File: src/rtl/fetch_stage.sv
// fetch_stage -- instruction-fetch stage and IF/ID pipeline register.
//
// Holds the fetch PC (PCF) and selects the next PC from three sources: the
// sequential PC+4, the branch target from Execute, or a PC write from
// Writeback. It also runs a req/ready handshake with instruction memory and
// tolerates any number of wait states.
//
// Ports
//   clk, reset        clock (rising edge); asynchronous active-low reset
//   StallF            hold the fetch PC (hazard unit)
//   StallD            hold the IF/ID register
//   FlushD            clear the IF/ID register to a bubble (wins over StallD)
//   BranchTakenE      branch resolved taken in Execute; target on ALUResultE
//   PCSrcW            Writeback writes the PC; value on ResultW
//   imem_req          request valid (high whenever reset is released)
//   imem_addr         request address, always equal to PCF
//   imem_rdata        instruction word, valid when imem_ready is high
//   imem_ready        memory completes the current request this cycle
//   PCF               current fetch PC
//   InstrD            instruction presented to decode
//   PCPlus8D          address of InstrD plus 8
//   ValidD            InstrD holds a real instruction
//   FetchBusy         fetch cannot complete this cycle (stall request)
//
// Handshake: a request is outstanding whenever imem_req is high. The address
// is held stable from the cycle the request starts until the cycle
// imem_ready is seen high; that cycle completes the request, and the next
// cycle starts a new request at the (possibly updated) PCF.
module fetch_stage #(
   parameter int                  PC_WIDTH = 32,
   parameter logic [PC_WIDTH-1:0] RESET_PC = '0
) (
   input  logic                clk,
   input  logic                reset,
   input  logic                StallF,
   input  logic                StallD,
   input  logic                FlushD,
   input  logic                BranchTakenE,
   input  logic [PC_WIDTH-1:0] ALUResultE,
   input  logic                PCSrcW,
   input  logic [PC_WIDTH-1:0] ResultW,
   output logic                imem_req,
   output logic [PC_WIDTH-1:0] imem_addr,
   input  logic [31:0]         imem_rdata,
   input  logic                imem_ready,
   output logic [PC_WIDTH-1:0] PCF,
   output logic [31:0]         InstrD,
   output logic [PC_WIDTH-1:0] PCPlus8D,
   output logic                ValidD,
   output logic                FetchBusy
);

   // FETCH: normal operation. DRAIN: a redirect arrived while a request was
   // still outstanding; we wait for that stale response, discard it, then
   // jump to the saved redirect target.
   typedef enum logic {
      FETCH = 1'b0,
      DRAIN = 1'b1
   } state_t;

   state_t              state, state_next;
   logic [PC_WIDTH-1:0] pcf_next;
   logic [PC_WIDTH-1:0] redirect_pc, redirect_pc_next;
   logic [PC_WIDTH-1:0] target;
   logic                redirect;
   logic                load_d;

   // Branch from Execute is younger than the Writeback PC write, so it wins.
   assign redirect = BranchTakenE | PCSrcW;
   assign target   = BranchTakenE ? ALUResultE : ResultW;

   always_comb begin
      state_next       = state;
      pcf_next         = PCF;
      redirect_pc_next = redirect_pc;
      case (state)
         FETCH: begin
            if (imem_ready) begin
               // Redirect overrides StallF.
               if (redirect)     pcf_next = target;
               else if (!StallF) pcf_next = PCF + PC_WIDTH'(4);
            end else if (redirect) begin
               // Request still outstanding: PCF (and so imem_addr) must not
               // move, so park the target until the response arrives.
               redirect_pc_next = target;
               state_next       = DRAIN;
            end
         end
         DRAIN: begin
            if (redirect) redirect_pc_next = target;  // latest redirect wins
            if (imem_ready) begin
               pcf_next   = redirect ? target : redirect_pc;
               state_next = FETCH;
            end
         end
         default: state_next = FETCH;
      endcase
   end

   always_ff @(posedge clk or negedge reset) begin
      if (!reset) begin
         state       <= FETCH;
         PCF         <= RESET_PC;
         redirect_pc <= '0;
      end else begin
         state       <= state_next;
         PCF         <= pcf_next;
         redirect_pc <= redirect_pc_next;
      end
   end

   // Responses arriving in DRAIN belong to an abandoned address and never
   // reach decode.
   assign load_d = (state == FETCH) && imem_ready;

   always_ff @(posedge clk or negedge reset) begin
      if (!reset) begin
         InstrD   <= '0;
         PCPlus8D <= '0;
         ValidD   <= 1'b0;
      end else if (FlushD) begin
         InstrD   <= '0;
         PCPlus8D <= '0;
         ValidD   <= 1'b0;
      end else if (StallD) begin
         InstrD   <= InstrD;
         PCPlus8D <= PCPlus8D;
         ValidD   <= ValidD;
      end else if (load_d) begin
         InstrD   <= imem_rdata;
         PCPlus8D <= PCF + PC_WIDTH'(8);
         ValidD   <= 1'b1;
      end else begin
         // Bubble; PCPlus8D is meaningless while ValidD is low and is held.
         InstrD   <= '0;
         ValidD   <= 1'b0;
      end
   end

   assign imem_req  = reset;
   assign imem_addr = PCF;
   assign FetchBusy = reset && ((state == DRAIN) || !imem_ready);

endmodule

File: config.mk
export PLATFORM = sky130hd
export DESIGN_NAME = fetch_stage
export DESIGN_NICKNAME = d
export VERILOG_FILES = /design/src/rtl/fetch_stage.sv
export SDC_FILE = /design/constraint.sdc
export NUM_CORES = 1
export LEC_CHECK = 0
export BUFFER_PORTS_ARGS = -buffer_cell sky130_fd_sc_hd__buf_2
export CORE_MARGIN = 4
export CORE_UTILIZATION = 45
export CTS_CLUSTER_DIAMETER = 30
export DETAILED_ROUTE_END_ITERATION = 8
export PLACE_DENSITY_LB_ADDON = 0.1
export SYNTH_ARGS = -nofsm -noshare
export SYNTH_HDL_FRONTEND = slang
export SYNTH_SLANG_ARGS = --single-unit
File: constraint.sdc
create_clock -name clk -period 4.17 [get_ports clk]
set_clock_uncertainty 0.1 [all_clocks]
set_input_delay 0 -clock clk [delete_from_list [all_inputs] [get_ports clk]]
set_output_delay 0 -clock clk [all_outputs]
set_load 0.005 [all_outputs]
# After elaboration in Yosys (flattened, before gate mapping)
# Index checks and enable logic that the tools add are counted.
# op_classes
n_addsub	2
eq_ne	5
n_mux	22
bitwise	2
n_reduce_logical	7
# ops
op	count
$mux 32	13
$pmux 32 s2	2
$add 32x3->32 const B	1
$add 32x4->32 const B	1
$mux 1	6
$ne 2x2->1 const B	3
$ne 3x3->1 const B	1
$reduce_and 3->1	1
$logic_and 1x1->1	2
$ne 2x1->1 const B	1
$pmux 1 s2	1
$reduce_and 2->1	1
$reduce_bool 2->1	1
$logic_not 1->1	1
$logic_or 1x1->1	1
$not 1->1	1
$or 1x1->1	1
# word_totals
ff_bits	130
in_bits	104
output_inout_bits	131
elab_cells	44

# Depth between registers and ports, before layout
# logic_depth
ltp_word	5
mapped_depth	7
depth_no_buf	5

# Least setup slack after synthesis
# OpenSTA, ideal clock, no wires.
# synth_timing
path_type	register to register
start	register PCF[4]
end	register PCPlus8D[25]
setup_time_ps	126
arrival_ps	1763
required_ps	3944
setup_slack_ps	2181
stages_incl_launch_ff	6
path_buffers	0
period_less_slack_ps	1989
path_cell_list	dfrtp_1 > ha_1 > nand3_2 > or2_1 > o311a_1 > a221o_1
# synth_between
elab_chain_cells	4
# synth_lines
element	line	source
from (decl)	46	output logic [PC_WIDTH-1:0] PCF,
from (signal assigned)	107	PCF <= pcf_next;
$add 32x4->32	131	PCPlus8D <= PCF + PC_WIDTH'(8);
$mux 32	129	end else if (load_d) begin
$mux 32	125	end else if (StallD) begin
$mux 32	121	end else if (FlushD) begin
to (signal assigned)	127	PCPlus8D <= PCPlus8D;
to (signal assigned)	131	
to (decl)	48	output logic [PC_WIDTH-1:0] PCPlus8D,
# Every way passes these cells. The select of a mux whose other input is x is not followed.
# A chain may end at the register's enable or synchronous reset.

# Final worst setup path
# layout_timing
start	register state
end	register PCF[19]
# layout_between
elab_chain_cells	3
elab_cells_between_ends	6
classes_between	3 x eq/ne; 1 x mux; 1 x bitwise; 1 x reduce/logical
# layout_lines
element	line	source
from (decl)	61	state_t state, state_next;
from (signal assigned)	106	state <= state_next;
$not 1->1	n/a	
$ne 3x3->1 (no line) / $ne 2x2->1 (equally long branches)	n/a	
$reduce_and 3->1 (no line)	n/a	
# Parallel ways exist; a longest one is shown, timed or not.

==> summary.md <==
| Metric | Value |
|---|---|
| Syn avg cell area | `9.104 µm²` |
| Clock tree buffer depth | `2` |
| Crit path DAT | `3.08 ns` |
| Total Wirelength | `25940 µm` |
| DRT iter0 DRCs | `601` |
| Pin count of the biggest net entering global routing | `89` |
| CTS Buf Count | `17` |
| CP required | `4.35 ns` |
| Flop2flop setup slack | `1.28 ns` |
| Max Cap Viol | `0` |
| Top cells by area, synth | `dfrtp_1, o22ai_1, a21oi_1, a22o_1, buf_4` |
| Final hold vios | `0` |
| Period minus WS final | `2.895 ns` |
| Detail Placement HPWL | `17310 µm` |
| Unrepaired setup endpoints after global routing | `no` |
| Final Core Density | `62.17%` |
| Congestion Overflow GR | `0` |
| Synth top cells by count | `dfrtp_1, nand2_1, a21oi_1` |
| Nets | `1202` |
| Worst skew pair latency | `0.41 ns` |
| IO Port Bufs | `234` |
| Main flop type after synthesis | `dfrtp_1` |
| YS warnings | `0` |
| Seq/Total Area, Yosys | `42.90%` |
| Num rows | `47` |
| FMAX | `0.3454 GHz` |
| Synth Area in Simple Gates | `18.35%` |
| Worst setup SP type | `flip-flop` |
| Area delta synth->final | `35.47%` |
| Synthesized instance count | `833` |
| EDFF count, synth | `0` |
| Die ar. | `18990 µm²` |
| Static leakage | `0.004687 µW` |
| Antenna Nets Post-Route | `0` |
| Power density over cell area | `385.3 nW/µm²` |
| Synth Area in XOR/XNOR | `1.617%` |
| Vias | `7661` |
| Inst Count DP | `1185` |
| Die width | `137.8 µm` |
| Die Y | `137.8 µm` |
| Tot GR Track Use | `26.55%` |
| Post-Synth Adder-Cell Area | `0.3300%` |
| Vias per std cell | `5.764` |
| Post-synth top area cell | `dfrtp_1` |
| CTS Root Cell | `clkbuf_16` |
| Final hold slack | `0.002957 ns` |
| Post-route insts no fill | `1329` |
| Syn nets | `939` |
| Setup TNS | `0 ns` |
| Share of layout cells above drive strength 1 | `26.96%` |
| Top cell type's share of synthesized area | `42.90%` |
| Max FO, Critical Path | `13` |
| First-pass GRT wire length | `39390 µm` |
| Worst min path class | `in2async` |
| Tcrit/Tclk final | `69.42%` |
| WS Path Type | `reg2reg` |
| Post-synthesis sequential element count | `130` |
| DR pass1 iterations | `5` |
| Relative slew slack | `30.29%` |
| Clock sink count | `130` |
| Synth unique cells | `68` |
| Max Slew Vio Count | `0` |
| Worst setup EP type | `flip-flop` |
| Largest family of logic cells by synthesized area | `compound AO/OA/AOI/OAI gates` |
| Ports | `235` |
| Starting density of the core | `45.89%` |
| Reg2reg path depth | `7` |
| CTS tree | `built` |
| Antenna Cells | `0` |
| Core Box Area | `16520 µm²` |
| Asr flop ratio synth | `100.0%` |
| Post-synthesis mux area share | `0.7919%` |
| Status | `complete, no violations` |
| Most frequent cell after synthesis | `dfrtp_1` |
| Drc violations | `0` |
| Worst-path clk slew | `0.06 ns` |
| Number of global-route vias before repair | `6989` |
| Worst IR drop on VDD | `274.3 µV` |
| Final setup violation count | `0` |
| Worst Slack Setup Final | `1.275 ns` |
| Synth Area in Compound Gates | `27.01%` |
| Antenna violations before repair | `1` |
| Avg WL per Cell | `19.51 µm` |
| Gpl congestion | `0.8722` |
| Worst-margin pin slew | `1.046 ns` |
| Area of the mapped netlist | `7584 µm²` |
| H-Tree Depth | `4` |
| Dpl ws | `1.702 ns` |
-- flip-flops by register name, summed over array words and instances (netlist names) --
signal	cells
redirect_pc	32
InstrD	32
PCF	32
ValidD	1
state	1
PCPlus8D	32
-- area by class of cell --
type                    count  area [µm²]
clock buffers              19       442.9
clock inverters            13       185.2
fillers                  1408        6251
inverters                  14       52.55
multi-input cells         574        3656
flip-flops and latches    130        3253
well taps                 220       275.3
repair buffers            359        2409
-- worst paths after layout --
| path | startpoint | to |
|---|---|---|
| setup reg to reg | state$_DFF_PN0_ | PCF[19]$_DFFE_PN0P_ |
| hold reg to reg | ValidD$_DFFE_PN0P_ | ValidD$_DFFE_PN0P_ |
| min in group clk | ResultW[23] | PCF[23]$_DFFE_PN0P_ |
| setup / recovery | state$_DFF_PN0_ | PCF[19]$_DFFE_PN0P_ |
| hold / removal | reset | InstrD[24]$_DFFE_PN0P_ |
| max in group asynchronous | reset | PCF[5]$_DFFE_PN0P_ |
-- repair_timing --
item                      in CTS  in global routing
hold endpoints to repair     219                  0
resized for setup              0                  0
setup buffers                  0                  0
hold buffers                 112                  0
-- cell usage in the layout (no fill, tap or decap), types with 13 or more instances in the layout --
cell | netlist | routed
dlygate4sd3_1 | 0 | 112
o21ai_0 | 34 | 34
a21oi_1 | 74 | 74
clkbuf_16 | 0 | 17
xnor2_1 | 13 | 13
a22o_1 | 37 | 37
o22ai_1 | 66 | 66
nand2_1 | 76 | 76
nor3_1 | 16 | 16
dfrtp_1 | 130 | 130
buf_2 | 24 | 233
nor2_1 | 35 | 35
nand3b_1 | 24 | 24
inv_1 | 13 | 13
nand4_1 | 18 | 18
-- stage by stage --
step	total power [µW]	area (µm²)
floorplan	2006	7584
global placement	2266	8524
detailed placement	2268	8524
CTS	3971	10270
global route	4142	10270
finish	3958	10270
-- worst max-delay path, cell delays in order, from the launching register on --
cell           delay [ns]
dfrtp_1              0.53
nor4b_2              0.52
nor2_1               0.10
buf_4                0.19
o211ai_1             0.10
dlygate4sd3_1        0.59
nand3_1              0.06
dlygate4sd3_1        0.57
-- power breakdown --
group          internal (µW)  switching (µW)  total (µW)  leakage (µW)
Combinational            397             399         796       0.00274
Sequential              1380             203        1580       0.00164
Clock                   1020             565        1580      0.000303
-- metal layers --
metal | routed length [µm] | share of wire, % | GRT usage (%) | up-vias
li1 | - | - | - | 3650
met4 | 306 | 1.2 | 7.080 | 2
met2 | 11770 | 45 | 40.48 | 379
met1 | 11310 | 44 | 37.76 | 3605
met5 | 13 | 0.050 | 0 | -
met3 | 2540 | 9.8 | 6.647 | 25
-- logic make-up (layout without fill, tap and decap cells) --
group	count (synthesis)	after routing
mux	6	6
fa+ha+maj	2	2
flops	130	130
xor+xnor	14	14
simple gates	242	242
compound gates	310	310
buf+inv	129	405
(Power assumes the default switching activity.)
